File: src/rtl/mole_round_sequencer.sv
// mole_round_sequencer: game-flow controller for the switch/LED target field.
// Spawns and clears targets, times windows, keeps score, misses, level and clock.
module mole_round_sequencer #(
  parameter int GAME_SECONDS    = 60,
  parameter int START_WINDOW_MS = 1500,
  parameter int WINDOW_STEP_MS  = 100,
  parameter int MIN_WINDOW_MS   = 300,
  parameter int GAP_MS          = 200,
  parameter int HITS_PER_LEVEL  = 5,
  parameter int MAX_MISSES      = 5
) (
  input  logic        clk,
  input  logic        rst,
  input  logic        start,
  input  logic        tick_ms,
  input  logic        hit,
  input  logic        target_active,
  output logic        spawn_tick,
  output logic        clear_target,
  output logic [13:0] score,
  output logic [2:0]  misses,
  output logic [3:0]  level,
  output logic [6:0]  time_left,
  output logic [10:0] window_ms,
  output logic        game_over,
  output logic [2:0]  state
);

  localparam logic [2:0] S_IDLE    = 3'd0;
  localparam logic [2:0] S_GAP     = 3'd1;
  localparam logic [2:0] S_SPAWN   = 3'd2;
  localparam logic [2:0] S_WAIT_UP = 3'd3;
  localparam logic [2:0] S_ACTIVE  = 3'd4;
  localparam logic [2:0] S_OVER    = 3'd5;

  logic [2:0]  state_q, state_d;
  logic [10:0] ms_q, ms_d;
  logic [9:0]  pre_q, pre_d;
  logic [6:0]  time_q, time_d;
  logic [13:0] score_q, score_d;
  logic [2:0]  miss_q, miss_d;
  logic [3:0]  level_q, level_d;
  logic [7:0]  hil_q, hil_d;
  logic [2:0]  wcnt_q, wcnt_d;
  logic [10:0] win_q, win_d;
  logic        spawn_q, spawn_d;
  logic        clr_q, clr_d;
  logic        over_q, over_d;
  logic        running, sec_tick, time_up;
  logic        hit_a, expire;

  // Signed math keeps the window from wrapping below the floor.
  function automatic logic [10:0] win_of(input logic [3:0] lvl);
    int w;
    w = START_WINDOW_MS - int'(lvl) * WINDOW_STEP_MS;
    if (w < MIN_WINDOW_MS) w = MIN_WINDOW_MS;
    return w[10:0];
  endfunction

  always_comb begin
    running  = state_q inside {S_GAP, S_SPAWN, S_WAIT_UP, S_ACTIVE};
    sec_tick = running && tick_ms && (pre_q == 10'd999);
    time_up  = sec_tick && (time_q == 7'd1);
    hit_a    = (state_q == S_ACTIVE) && hit;
    expire   = (state_q == S_ACTIVE) && !hit && tick_ms
               && ((ms_q + 11'd1) == win_q);

    state_d = state_q;
    ms_d    = ms_q;
    pre_d   = pre_q;
    time_d  = time_q;
    score_d = score_q;
    miss_d  = miss_q;
    level_d = level_q;
    hil_d   = hil_q;
    wcnt_d  = wcnt_q;
    spawn_d = 1'b0;
    clr_d   = 1'b0;

    if (running && tick_ms) begin
      pre_d = (pre_q == 10'd999) ? 10'd0 : pre_q + 10'd1;
    end
    if (sec_tick) time_d = time_q - 7'd1;

    case (state_q)
      S_IDLE, S_OVER: begin
        if (start) begin
          score_d = '0;
          miss_d  = '0;
          level_d = '0;
          hil_d   = '0;
          ms_d    = '0;
          pre_d   = '0;
          wcnt_d  = '0;
          time_d  = 7'(GAME_SECONDS);
          state_d = S_GAP;
        end
      end
      S_GAP: begin
        if (tick_ms) begin
          if ((ms_q + 11'd1) == 11'(GAP_MS)) begin
            ms_d    = '0;
            state_d = S_SPAWN;
          end else begin
            ms_d = ms_q + 11'd1;
          end
        end
      end
      S_SPAWN: begin
        spawn_d = 1'b1;
        wcnt_d  = '0;
        state_d = S_WAIT_UP;
      end
      S_WAIT_UP: begin
        if (target_active) begin
          ms_d    = '0;
          state_d = S_ACTIVE;
        end else if (wcnt_q == 3'd4) begin
          state_d = S_SPAWN;
        end else begin
          wcnt_d = wcnt_q + 3'd1;
        end
      end
      S_ACTIVE: begin
        if (hit) begin
          if (score_q != 14'd9999) score_d = score_q + 14'd1;
          if ((hil_q + 8'd1) == 8'(HITS_PER_LEVEL)) begin
            hil_d = '0;
            if (level_q != 4'd15) level_d = level_q + 4'd1;
          end else begin
            hil_d = hil_q + 8'd1;
          end
          ms_d    = '0;
          state_d = S_GAP;
        end else if (expire) begin
          clr_d   = 1'b1;
          miss_d  = miss_q + 3'd1;
          ms_d    = '0;
          state_d = ((miss_q + 3'd1) == 3'(MAX_MISSES)) ? S_OVER : S_GAP;
        end else if (tick_ms) begin
          ms_d = ms_q + 11'd1;
        end
      end
      default: state_d = S_IDLE;
    endcase

    // Clock expiry overrides every running transition.
    if (time_up) begin
      state_d = S_OVER;
      if (target_active && !hit_a) clr_d = 1'b1;
    end

    win_d  = win_of(level_d);
    over_d = (state_d == S_OVER);
  end

  always_ff @(posedge clk) begin
    if (rst) begin
      state_q <= S_IDLE;
      ms_q    <= '0;
      pre_q   <= '0;
      time_q  <= 7'(GAME_SECONDS);
      score_q <= '0;
      miss_q  <= '0;
      level_q <= '0;
      hil_q   <= '0;
      wcnt_q  <= '0;
      win_q   <= 11'(START_WINDOW_MS);
      spawn_q <= 1'b0;
      clr_q   <= 1'b0;
      over_q  <= 1'b0;
    end else begin
      state_q <= state_d;
      ms_q    <= ms_d;
      pre_q   <= pre_d;
      time_q  <= time_d;
      score_q <= score_d;
      miss_q  <= miss_d;
      level_q <= level_d;
      hil_q   <= hil_d;
      wcnt_q  <= wcnt_d;
      win_q   <= win_d;
      spawn_q <= spawn_d;
      clr_q   <= clr_d;
      over_q  <= over_d;
    end
  end

  assign spawn_tick   = spawn_q;
  assign clear_target = clr_q;
  assign score        = score_q;
  assign misses       = miss_q;
  assign level        = level_q;
  assign time_left    = time_q;
  assign window_ms    = win_q;
  assign game_over    = over_q;
  assign state        = state_q;

endmodule
File: config.mk
export PLATFORM = sky130hd
export DESIGN_NAME = mole_round_sequencer
export DESIGN_NICKNAME = d
export VERILOG_FILES = /design/src/rtl/mole_round_sequencer.sv
export SDC_FILE = /design/constraint.sdc
export NUM_CORES = 1
export LEC_CHECK = 0
export ABC_AREA = 1
export CAP_MARGIN = 20
export CORE_MARGIN = 2
export CORE_UTILIZATION = 64
export DETAILED_ROUTE_END_ITERATION = 8
export DONT_BUFFER_PORTS = 1
export PLACE_DENSITY = 0.83
export SYNTH_ARGS = -nofsm -noshare
export SYNTH_HDL_FRONTEND = slang
export SYNTH_SLANG_ARGS = --single-unit
File: constraint.sdc
create_clock -name clk -period 4.8 [get_ports clk]
set_input_delay 0.72 -clock clk [delete_from_list [all_inputs] [get_ports clk]]
set_output_delay 0.72 -clock clk [all_outputs]
set_load 0.005 [all_outputs]
==> results.yml <==
worst_setup_path:
  cp-startpoint: "hil_q[1]$_SDFFE_PP0P_"
  critical_path.max_stage_delay_ps: 430
  path_max_fanout: 7
  crit_slowest_cell: "fa_1"
  worstSetupPathType: "reg2reg"
  worstPathArrival_ps: 4470
  crit_path_cell_trace: "ha_1 -> nand3_1 -> nand2_1 -> nand2_1 -> nor2_1 -> nand2_1 -> nor2_1 -> nand3_1 -> clkinv_1 -> nand2_2 -> o21ai_0 -> o21ai_2 -> ha_1 -> ha_1 -> fa_1 -> xor2_2 -> nand3_1 -> xor2_1 -> nor3_1 -> nand2_2 -> nand3_1 -> nand2_1"
  worstSetupEndpointType: "flop"
  crit_required_ps: 5030
  startpoint_type: "flop"
  r2r_start: "hil_q[1]$_SDFFE_PP0P_"
  cp_top_family: "simple AND/OR/NAND/NOR gates"
  cp.buffers_inverters: 1
final_layout:
  fin_nets: 673
  final_cell_mix: "nand2_1, inv_1, dfxtp_1"
  syn_to_final_growth_pct: 6.52
  final_area_mm2: 0.00476
  instances_no_fill: 744
  nFillCells: 574
  final_common_cell: "nand2_1"
  post-route-util_pct: 70.1
  diodes: 0
  drive_above_1_share_pct: 10.0
run:
  drv_cap: 0
timing:
  setup_tns_ps: 0
  rsz0062_at_grt: "false"
  min_period_over_period_pct: 88.2
  finalMaxSlewViolations: 0
  fin_crit_ps: 4240
  setup_slack_ps: 565
  worst_pin_slew_ps: 540
  slew_headroom_pct: 63.6
  fmaxAchievable_mhz: 236
  whs_ps: 416
  skew_ps: 12.2
  finalHoldViolCount: 0
  report.final.setup_viol: 0
detailed_routing:
  drc: 0
  via_per_inst: 5.50
  drt_first_pass_iters: 5
  vias: 4093
  ant_nets: 0
  wl_um: 10200
  drt_iter0_drc: 264
  wl_per_cell_um: 13.6
synth:
  yosysWarnings: 0
  synth_edf_count: 0
  synth_area_mm2: 0.00447
  syn_inst: 638
  ys.flop_type: "dfxtp_1"
  synth.distinct_cells: 54
  yosysSeqAreaShare_pct: 33.6
  syn_area_per_cell_um2: 7.01
  synth-async-reset-ratio_pct: 0
  synth-seq-cells: 75
grt:
  grt_pass1_wl_um: 16500
  grt_use_total_pct: 27.2
  antenna_found_initial: 0
  first_global_vias: 3843
  grt_overflow: 0
  grt_max_degree: 31
placed_design:
  post-place-ws_ps: 526
  post_dp_cell_area_mm2: 0.00456
  dp.cells: 728
  gp_congestion: 0.915
  dp_hpwl_um: 7670
  io_buffer_count: 0
clocking:
  numClockSinks: 75
  postCtsSetupRepairBufs: 0
  post_cts_resize_count: 0
  clockRootBuffer: "clkbuf_8"
  ctsHoldBuffers: 0
  worstSkewPairLatency_ps: 360
  cts_tree: "built"
  htree_levels: 3
  numCtsBuffers: 9
  clk_pin_slew_ps: 90
  cts_buffer_depth: 2
power:
  p_per_area_mw_per_mm2: 250
  peakVddDrop_mv: 0.182
  total_power_mw: 1.19
  p_leak_nw: 1.95
floorplanning:
  die_h_um: 87.6
  row_count: 30
  initial_core_util_pct: 65.8
  die_x_um: 87.6
  die_area_mm2: 0.00767
  pin_count: 51
  core_mm2: 0.00679
run_status:
  outcome: "complete, no violations"
hold_path:
  hp-start: "rst"
  min_path_type: "in2reg"
flip-flops by register name, indices dropped and copies added (netlist names), 3 cells and up:
name and cells:
score 14, ms_q 11, pre_q 10, window_ms 9, hil_q 8, time_left 7, level 4, misses 3
state 3, wcnt_q 3
path summary, 6_finish.rpt:
kind	endpoint	slack, ps	depth (start not counted)
hold reg to reg	hil_q[7]$_SDFFE_PP0P_	480	2
hold / removal	spawn_tick$_SDFF_PP0_	420	1
setup / recovery	window_ms[6]$_SDFF_PP1_	560	22
setup reg to reg	window_ms[6]$_SDFF_PP1_	560	22
logic make-up (layout without fill, tap and decap cells):
family	count (synthesis)	count (layout)	synth area share [%]
fa+ha+maj	24	24	6.88
simple gates	311	311	33.4
xor+xnor	18	18	4.00
flops	75	75	33.6
compound gates	102	102	12.9
other cells	1	2	0.0839
buf+inv	107	116	9.20
cell type report:
class / instances / area, um^2 / share of cell area (%)
multi-input cells: 457 / 2570 / 54.0
flip-flops and latches: 75 / 1500 / 31.5
inverters: 99 / 373 / 7.83
clock buffers: 12 / 155 / 3.26
well taps: 96 / 120 / 2.52
clock inverters: 4 / 32.5 / 0.683
repair buffers: 1 / 7.51 / 0.158
synth_stat cells (2+ instances only):
cell,number,area (um^2)
nand2_1,140,526
inv_1,89,334
dfxtp_1,75,1500
nor2_1,58,218
a21oi_1,51,255
nand3_1,35,175
o21ai_0,26,130
ha_1,23,288
nor3_1,16,80.1
nand4_1,13,81.3
nand2_2,12,75.1
xnor2_1,9,78.8
xor2_1,7,61.3
inv_2,6,22.5
nor3b_1,5,37.5
clkbuf_1,4,15.0
nand3_2,4,40.0
o211ai_1,4,30.0
o21a_1,4,30.0
a211oi_1,3,22.5
clkinv_1,3,11.3
nand3b_1,3,22.5
nor2_2,3,18.8
nor3_2,3,30.0
o21ai_1,3,15.0
a21oi_2,2,17.5
a31o_2,2,17.5
and3_1,2,12.5
buf_4,2,15.0
nand3_4,2,35.0
nor2_4,2,22.5
nor4_1,2,12.5
nor4_2,2,25.0
or2_0,2,12.5
or2_2,2,12.5
routing by layer:
metal	vias to the layer above	share of wire (%)	GRT usage, %	routed length, um
met5	-	0	0	0
met2	124	49	47.6	5020
li1	2075	-	-	-
met4	0	2.4	11.0	240
met3	30	6.5	6.69	665
met1	1864	42	31.9	4230
power by group:
group          internal [mW]  switching [mW]  total (mW)  leakage [nW]
sequential             0.628         0.00842       0.636         0.606
combinational         0.0230          0.0568      0.0798          1.25
clock                  0.220           0.253       0.473        0.0896
No activity file was read; power rests on OpenSTA's default activity.
